### config.mk
export PLATFORM = sky130hd
export DESIGN_NAME = counter_mod12_monitor
export DESIGN_NICKNAME = d
export VERILOG_FILES = /design/src/rtl/counter_mod12_monitor.sv
export SDC_FILE = /design/constraint.sdc
export NUM_CORES = 1
export LEC_CHECK = 0
export ABC_CLOCK_PERIOD_IN_PS = 4500
export CORE_MARGIN = 1
export CORE_UTILIZATION = 45
export CTS_CLUSTER_SIZE = 25
export DETAILED_ROUTE_END_ITERATION = 10
export PLACE_DENSITY = 0.71
export SLEW_MARGIN = 20
export SYNTH_ARGS = -nofsm -noshare
export SYNTH_HDL_FRONTEND = slang
export SYNTH_SLANG_ARGS = --single-unit
### constraint.sdc
create_clock -name clk -period 4.5 [get_ports clk]
set_input_delay 0.9 -clock clk [delete_from_list [all_inputs] [get_ports clk]]
set_output_delay 0.9 -clock clk [all_outputs]
set_load 0.02 [all_outputs]
### src/rtl/counter_mod12_monitor.sv
// Sequence monitor for a modulo-N counter: locks onto the 0..N-1 ramp,
// flags sequence breaks while locked and tallies errors and legal wraps.
module counter_mod12_monitor #(
    parameter int unsigned N      = 12,
    parameter int unsigned WIDTH  = 4,
    parameter int unsigned ERR_W  = 8,
    parameter int unsigned WRAP_W = 8
) (
    input  logic              clk,
    input  logic              rst,
    input  logic              en,
    input  logic              clr,
    input  logic [WIDTH-1:0]  count_in,
    output logic              locked,
    output logic              err_pulse,
    output logic              wrap_pulse,
    output logic [ERR_W-1:0]  err_count,
    output logic [WRAP_W-1:0] wrap_count,
    output logic [1:0]        state
);

    localparam int unsigned CMP_W = WIDTH + 1;
    localparam logic [WIDTH-1:0] LAST = WIDTH'(N - 1);
    localparam logic [CMP_W-1:0] LIMIT = CMP_W'(N);

    typedef enum logic [1:0] {
        IDLE   = 2'd0,
        SYNC   = 2'd1,
        LOCKED = 2'd2,
        LOST   = 2'd3
    } state_t;

    state_t             state_q, state_d;
    logic [WIDTH-1:0]   prev_q, prev_d;
    logic [1:0]         good_q, good_d;
    logic               locked_d, err_pulse_d, wrap_pulse_d;
    logic [ERR_W-1:0]   err_count_d;
    logic [WRAP_W-1:0]  wrap_count_d;

    logic [WIDTH-1:0]   exp_c;
    logic               in_range_c;
    logic               match_c;

    // Widened compare so that N == 2**WIDTH still works.
    assign in_range_c = ({1'b0, count_in} < LIMIT);
    assign exp_c      = (prev_q == LAST) ? '0 : prev_q + WIDTH'(1);
    assign match_c    = in_range_c && (count_in == exp_c);

    always_ff @(posedge clk or negedge rst) begin
        if (!rst) begin
            state_q    <= IDLE;
            prev_q     <= '0;
            good_q     <= '0;
            locked     <= 1'b0;
            err_pulse  <= 1'b0;
            wrap_pulse <= 1'b0;
            err_count  <= '0;
            wrap_count <= '0;
        end else begin
            state_q    <= state_d;
            prev_q     <= prev_d;
            good_q     <= good_d;
            locked     <= locked_d;
            err_pulse  <= err_pulse_d;
            wrap_pulse <= wrap_pulse_d;
            err_count  <= err_count_d;
            wrap_count <= wrap_count_d;
        end
    end

    always_comb begin
        state_d      = state_q;
        prev_d       = prev_q;
        good_d       = good_q;
        err_pulse_d  = 1'b0;
        wrap_pulse_d = 1'b0;
        err_count_d  = err_count;
        wrap_count_d = wrap_count;

        if (!en) begin
            state_d = IDLE;
            good_d  = '0;
        end else begin
            prev_d = count_in;
            case (state_q)
                IDLE: begin
                    if (in_range_c) begin
                        state_d = SYNC;
                        good_d  = '0;
                    end
                end
                SYNC, LOST: begin
                    // Two consecutive matches after the capture re-establish lock.
                    if (match_c) begin
                        if (good_q == 2'd1) begin
                            state_d = LOCKED;
                            good_d  = '0;
                        end else begin
                            good_d = good_q + 2'd1;
                        end
                    end else begin
                        good_d = '0;
                    end
                end
                LOCKED: begin
                    if (match_c) begin
                        if (prev_q == LAST) begin
                            wrap_pulse_d = 1'b1;
                            wrap_count_d = wrap_count + WRAP_W'(1);
                        end
                    end else begin
                        err_pulse_d = 1'b1;
                        if (err_count != '1) begin
                            err_count_d = err_count + ERR_W'(1);
                        end
                        state_d = LOST;
                        good_d  = '0;
                    end
                end
                default: begin
                    state_d = IDLE;
                    good_d  = '0;
                end
            endcase
        end

        // Clear wins over a same-cycle increment; pulses are unaffected.
        if (clr) begin
            err_count_d  = '0;
            wrap_count_d = '0;
        end

        locked_d = (state_d == LOCKED);
    end

    assign state = state_q;

endmodule

==> results of run 1 <==
[per-layer routing]
| metal | up-vias | wire [um] |
|---|---|---|
| li1 | 577 | - |
| met4 | 0 | 17 |
| met5 | - | 0 |
| met2 | 28 | 1470 |
| met1 | 592 | 1390 |
| met3 | 2 | 99 |
[flip-flops by register name, indices dropped and copies added, names as in the netlist]
name and count:
wrap_count 8, err_count 8, state 2, wrap_pulse 1
good_q 2, prev_q 4, err_pulse 1, locked 1
[area by class of cell]
type | instances | area [um2] | area share
tap | 44 | 55.1 | 0.0310
clock buffer | 4 | 26.3 | 0.0148
sequential | 27 | 676 | 0.381
inverter | 2 | 7.51 | 0.00423
multi-input combinational | 108 | 722 | 0.407
timing repair buffer | 29 | 288 | 0.162
[path summary, 6_finish.rpt]
kind                                       to  slack [ps]  cells after the start
worst max register to register   err_count[3]        1740                      7
worst min register to register      good_q[1]         540                      2
max in group asynchronous       wrap_count[5]        2950                      2
worst max-delay path            wrap_count[7]        1450                      7
worst min-delay path                good_q[1]         540                      2
min in group asynchronous           prev_q[3]         920                      1
[logic make-up after synthesis]
group	Yosys count	synth area share
mux	6	0.0456
buf+inv	7	0.0202
flops	27	0.474
simple gates	61	0.237
xor+xnor	9	0.0553
fa+ha+maj	3	0.0263
compound gates	29	0.142
[critical path: cells and delay by family]
family / cells / cell delay (ps)
and+or+nand+nor: 2 / 890
AOI/OAI and AO/OA: 4 / 980
buffers and inverters: 1 / 530
[where the power goes]
part	total [mW]	internal (mW)	switching, mW
Clock	0.103	0.0346	0.0688
Sequential	0.254	0.247	0.00716
Combinational	0.0558	0.0239	0.0319
[cells in the mapped netlist, types with 2 or more instances]
| master | instances | share of area |
|---|---|---|
| nor3_1 | 2 | 0.0070 |
| inv_1 | 2 | 0.0053 |
| ha_1 | 3 | 0.026 |
| nand3b_1 | 2 | 0.011 |
| mux2i_1 | 2 | 0.014 |
| nor2_1 | 15 | 0.039 |
| nor2b_1 | 3 | 0.013 |
| clkbuf_1 | 2 | 0.0053 |
| a21oi_1 | 7 | 0.025 |
| dfrtp_1 | 27 | 0.47 |
| and2_1 | 3 | 0.013 |
| buf_2 | 2 | 0.0070 |
| mux2_2 | 4 | 0.032 |
| o21ai_0 | 6 | 0.021 |
| nand3_1 | 4 | 0.014 |
| nor3b_1 | 2 | 0.011 |
| or4_1 | 2 | 0.011 |
| xor2_1 | 2 | 0.012 |
| and3_1 | 4 | 0.018 |
| or3_1 | 4 | 0.018 |
| a31oi_1 | 2 | 0.0088 |
| nand4_1 | 2 | 0.0088 |
| nand2_1 | 8 | 0.021 |
| xnor2_1 | 7 | 0.043 |
| nor4_1 | 3 | 0.013 |
==> Flow_metrics.wiki, run 1 <==
{| class="wikitable"
! Metric !! Value
|-
| Run status || complete, no violations
|-
| Register area share after synthesis || 0.474
|-
| DP Worst Slack || 1110 ps
|-
| Placer's final routability congestion estimate || 0.779
|-
| Overall track demand over capacity in global routing || 0.189
|-
| Highest Clock Rate || 328 MHz
|-
| Placed cell count || 210
|-
| GR Overflow Total || 0
|-
| Layer with the highest usage || met2
|-
| Number of design-rule violations left by the first detailed-router iteration || 44
|-
| Worst hold path class || flop to flop
|-
| Post-Synthesis Cells || 142
|-
| Crit. Startpoint || count_in[2]
|-
| Synthesized flop and latch total || 27
|-
| Drt wl/cell || roughly 14 um
|-
| Chip width || ~58 um
|-
| Total leakage power || 0.699 nW
|-
| Antenna diode count || 0
|-
| Worst reg2reg path startpoint || prev_q[0]
|-
| Vias/cell || 5.60
|-
| Half-perimeter wire length after detailed placement || 2160 um
|-
| Beginning of the worst hold path || good_q[1]
|-
| Share of layout cells above drive strength 1 || 0.0647
|-
| Post-layout util || 0.586
|-
| Relative slew slack || 0.547
|-
| Final Total Pwr || 0.413 mW
|-
| Global-route wire length before repair || 4970 um
|-
| Routed vias || ~1200
|-
| Total of fill cells in the finished design || 286
|-
| Inserted Clock Buffers || 3
|-
| Met1 global-route usage || 0.240
|-
| Max Fanout on Critical Path || 9
|-
| Met2 demand-to-capacity share in global routing || 0.328
|-
| Crit-path max cell delay || between 500 and 600 ps
|-
| Relative area change from synthesis to final layout || 24.4%
|-
| Worst Slack Setup Final || 1450 ps
|-
| RSZ-0062 raised after global routing || false
|-
| Final Net Count || 182
|-
| Final-layout worst hold slack || between 500 and 600 ps
|-
| H-tree Lvls || 1
|-
| Clock insertion delay at the later pin of the skew report || 320 ps
|-
| Number of buffer cells added on primary ports || 28
|-
| Number of distinct library cells after synthesis || 47
|-
| Cell-by-cell trace of the critical path || clkdlybuf4s50_1, a21o_1, a2111oi_2, o211ai_2, or2_1, or4_1, a21oi_1
|-
| Kind of end point of the critical path || flop
|-
| Max Slew Vio Count || 0
|-
| YS warnings || 0
|-
| Number of buffers between clock root and the deepest sink || 2
|-
| Commonest non-fill, non-tap cells in the layout || 28 x clkdlybuf4s50_1, 27 x dfrtp_1, 15 x nor2_1
|-
| Critical path class || primary input to flop
|-
| Initial standard-cell utilization of the core || 0.471
|-
| Finished Layout Cells || 214
|-
| Antenna violations before repair || 0
|-
| Met3 layer usage reported by global route || 0.0286
|-
| Clock Sinks || 27
|-
| Maximum number of pins on one net before global-route repair || 17
|-
| I/O pin cnt || 29
|-
| Worst Clk Skew || 10.8 ps
|-
| Clock period minus worst slack || 3050 ps
|-
| Clk Tree Root Cell || clkbuf_4
|-
| Count of max-cap constraint violations || 0
|-
| Type of element launching the critical path || primary input
|-
| Core footprint || 0.00303 mm2
|-
| Combined area of all synthesized cells || ~0.0014 mm2
|-
| Clock tree from TritonCTS || done
|-
| Post-synth ARST share || 1.00
|-
| Period utilization || 0.678
|-
| Summed area of non-filler cells in the final layout || 0.00177 mm2
|-
| Number of design rule violations left after detail routing || 0
|-
| CP Data Required Time || 4750 ps
|-
| Chip height || ~58 um
|-
| Hold-fix buffers, CTS || 0
|-
| Area of the die || 0.00340 mm2
|-
| Mapped Nets || 153
|-
| Cells resized by post-CTS repair || 0
|-
| Worst Tran Pin Value || between 600 and 700 ps
|-
| First-pass iteration count of the detailed router || 4
|-
| Synth Flop Type || dfrtp_1
|-
| Setup Total Neg Slack || 0 ps
|-
| Cell Area, Placed || 0.00175 mm2
|-
| Clock-pin slew reported for the worst setup and hold paths after clock tree synthesis || 150 ps
|-
| Count of endpoints failing setup in the final report || 0
|-
| Most common library cell in the layout ignoring fill and taps || clkdlybuf4s50_1
|-
| Final hold violation count || 0
|-
| Arrival @ worst endpoint || 3300 ps
|-
| Cell at the slowest stage of the critical path || clkdlybuf4s50_1
|-
| Detailed Route WL || 2970 um
|-
| Mean instance size in the synthesized netlist || ~10 um2
|-
| Post-CTS repair timing setup buffer count || 0
|-
| Peak supply drop || 98.1 uV
|-
| Total number of placement rows || 20
|-
| Via count of the first global-routing pass || roughly 1200
|-
| EDFF count, synth || 0
|-
| PwrDens || 233 mW/mm2
|-
| Remaining antenna violation count after routing || 0
|}
Note: power is estimated with default switching activity, not from simulation.
==> inputs of run 2 (changes only) <==
- ABC_CLOCK_PERIOD_IN_PS: 4500 -> 3100
- clock period: 4.5 -> 3.1 ns (I/O delays scaled with it)
==> run 2 against run 1 <==
Effect of this change:
- combinational power grew 47%
- core utilization rose by 1.2 points
- die area unchanged
- clock skew down 8.6 ps
- setup slack worse by 1100 ps
- register-to-register slack got worse by 1300 ps
- sequential share of layout area shrank 0.79 points
- non-clock buffer count grew 5
- critical endpoint unchanged
- clock-buffer cell count unchanged
- wire length is 3.1% higher
- final cell count increased by 2.3%
- total power increased by 45%
==> Flow_metrics.wiki, run 2 (synthesis gave the netlist of run 1 again) <==
{| class="wikitable"
! Metric !! Value
|-
| DP Worst Slack || 27.2 ps (was 1110 ps)
|-
| Via count of the first global-routing pass || 1075 (was 1169)
|-
| I/O pin cnt || 29 (unchanged)
|-
| PwrDens || 331 mW/mm2 (was 233 mW/mm2)
|-
| Number of design-rule violations left by the first detailed-router iteration || 31 (was 44)
|-
| Highest Clock Rate || 368 MHz
|-
| Post-CTS repair timing setup buffer count || 0 (unchanged)
|-
| Fraction of power consumed by the clock network || 0.248 (was 0.250)
|-
| Uppermost metal layer occupied by signal nets || met4 (unchanged)
|-
| Critical path class || primary input to flop (unchanged)
|-
| GR Overflow Total || 0 (unchanged)
|-
| Number of design rule violations left after detail routing || 0 (unchanged)
|-
| Vias/cell || 5.48 (was 5.60)
|-
| Number of buffer cells added on primary ports || 28 (unchanged)
|-
| Registers with the most flip-flops || err_count: 8 flops, wrap_count: 8 flops, prev_q: 4 flops (unchanged)
|-
| Total leakage power || 0.721 nW (was 0.699 nW)
|-
| Inserted Clock Buffers || 3 (unchanged)
|-
| Number of buffers between clock root and the deepest sink || 2 (unchanged)
|-
| Most common library cell in the layout ignoring fill and taps || clkdlybuf4s50_1 (unchanged)
|-
| Internal power component || 0.445 mW (was 0.305 mW)
|-
| Sequential group share of total power || 0.616 (was 0.615)
|-
| Cells resized by post-CTS repair || 0 (unchanged)
|-
| Max Slew Vio Count || 0 (unchanged)
|-
| Relative slew slack || 0.605 (was 0.547)
|-
| Detailed Route WL || 3060 um (was 2970 um)
|-
| Clk Tree Root Cell || clkbuf_4 (unchanged)
|-
| Commonest non-fill, non-tap cells in the layout || 28 x clkdlybuf4s50_1, 27 x dfrtp_1, 15 x nor2_1 (unchanged)
|-
| Remaining antenna violation count after routing || 0 (unchanged)
|-
| Initial standard-cell utilization of the core || 0.471 (unchanged)
|-
| Relative area change from synthesis to final layout || 27.0% (was 24.4%)
|-
| Setup Total Neg Slack || 0 ps (unchanged)
|-
| Detailed route wirelength on metal2 || 1490 um (was 1470 um)
|-
| Area of the die || 0.00340 mm2 (unchanged)
|-
| Worst Tran Pin Value || 588 ps (was 674 ps)
|-
| Hold-fix buffers, CTS || 0 (unchanged)
|-
| DRT met1 WL || 1480 um (was 1390 um)
|-
| Met3 Wirelength || 73 um (was 99 um)
|-
| Placer's final routability congestion estimate || 0.809 (was 0.779)
|-
| Max Fanout on Critical Path || 9 (unchanged)
|-
| Antenna diode count || 0 (unchanged)
|-
| Sw frac || 0.257 (was 0.261)
|-
| Clock tree from TritonCTS || done (unchanged)
|-
| Worst Slack Setup Final || 385 ps (was 1450 ps)
|-
| Routed vias || 1200 (was 1199)
|-
| Clock-pin slew reported for the worst setup and hold paths after clock tree synthesis || 140 ps (was 150 ps)
|-
| Share of layout cells above drive strength 1 || 0.0914 (was 0.0647)
|-
| Total number of placement rows || 20 (unchanged)
|-
| Global-route wire length before repair || 5130 um (was 4970 um)
|-
| Clock period minus worst slack || 2720 ps
|-
| Final Net Count || 187 (was 182)
|-
| Psw || 0.154 mW (was 0.108 mW)
|-
| Run status || complete, no violations (unchanged)
|-
| Maximum number of pins on one net before global-route repair || 28 (was 17)
|-
| Final Total Pwr || 0.600 mW (was 0.413 mW)
|-
| First-pass iteration count of the detailed router || 4 (unchanged)
|-
| Chip height || 58.3 um (unchanged)
|-
| Count of endpoints failing setup in the final report || 0 (unchanged)
|-
| RSZ-0062 raised after global routing || false (unchanged)
|-
| Overall track demand over capacity in global routing || 0.197 (was 0.189)
|-
| H-tree Lvls || 1 (unchanged)
|-
| Core footprint || 0.00303 mm2 (unchanged)
|-
| Arrival @ worst endpoint || 2960 ps (was 3300 ps)
|-
| Drt wl/cell || 14.0 um (was 13.9 um)
|-
| Worst hold path class || flop to flop (unchanged)
|-
| Final hold violation count || 0 (unchanged)
|-
| Summed area of non-filler cells in the final layout || 0.00181 mm2 (was 0.00177 mm2)
|-
| Half-perimeter wire length after detailed placement || 2220 um (was 2160 um)
|-
| Clock insertion delay at the later pin of the skew report || 310 ps (was 320 ps)
|-
| Period utilization || 0.876
|-
| Part of the power in combinational logic || 0.137 (was 0.135)
|-
| Peak supply drop || 189 uV (was 98.1 uV)
|-
| Count of max-cap constraint violations || 0 (unchanged)
|-
| Antenna violations before repair || 0 (unchanged)
|-
| Clock Sinks || 27 (unchanged)
|-
| Worst Clk Skew || 2.17 ps (was 10.8 ps)
|-
| CP Data Required Time || 3340 ps (was 4750 ps)
|-
| Type of element launching the critical path || primary input (unchanged)
|-
| Chip width || 58.3 um (unchanged)
|-
| Cell Area, Placed || 0.00179 mm2 (was 0.00175 mm2)
|-
| Kind of end point of the critical path || flop (unchanged)
|}
==> run 2: cell types whose count changed in the layout (fill, tap and decap cells not counted) <==
cell	change
buf_4	+5
==> run 2: layer usage <==
layer,up-vias,track usage
met1,590,0.281
li1,589,-
met5,-,0
met4,0,0.0714
met2,19,0.309
met3,2,0.0242
==> run 2: layout make-up <==
class                   instances  area [um2]
fillers                       251        1220
inverters                       2        7.51
multi-input cells             108         722
well taps                      44        55.1
clock buffers                   4        26.3
flip-flops and latches         27         676
repair buffers                 34         325
==> run 2: power groups by stage <==
stage | sequential [mW] | combinational (mW) | clock, mW
after floorplan | 0.374 | 0.0505 | 0
after global placement | 0.375 | 0.0801 | 0
after detailed placement | 0.376 | 0.0820 | 0
after CTS | 0.369 | 0.0824 | 0.155
after global routing | 0.372 | 0.0917 | 0.171
final | 0.369 | 0.0819 | 0.149
==> run 2: worst paths after layout <==
kind                              from            end  slack (ps)  cells past startpoint
setup / recovery           count_in[2]  wrap_count[7]         380                      7
min in group asynchronous          rst       state[1]         660                      2
max in group asynchronous          rst   err_count[2]        2190                      2
hold / removal               good_q[1]      good_q[1]         530                      2
setup reg to reg             prev_q[0]  wrap_count[7]         450                      7
hold reg to reg              good_q[1]      good_q[1]         530                      2
==> run 2: per-stage QoR <==
step | util | cells | hold slack, ps
final | 0.598 | 219 | 533
after detailed placement | 0.590 | 215 | 521
after floorplan | - | 142 | 324
after global placement | 0.590 | 215 | 515
after CTS | 0.598 | 219 | 539
after global routing | 0.598 | 219 | 567
==> run 2: worst max-delay path, stage by stage <==
cell and delay [ps]:
clkdlybuf4s50_1 530, a21o_1 220, a2111oi_2 410, o211ai_2 240
or2_1 280, or4_1 510, a21oi_1 150
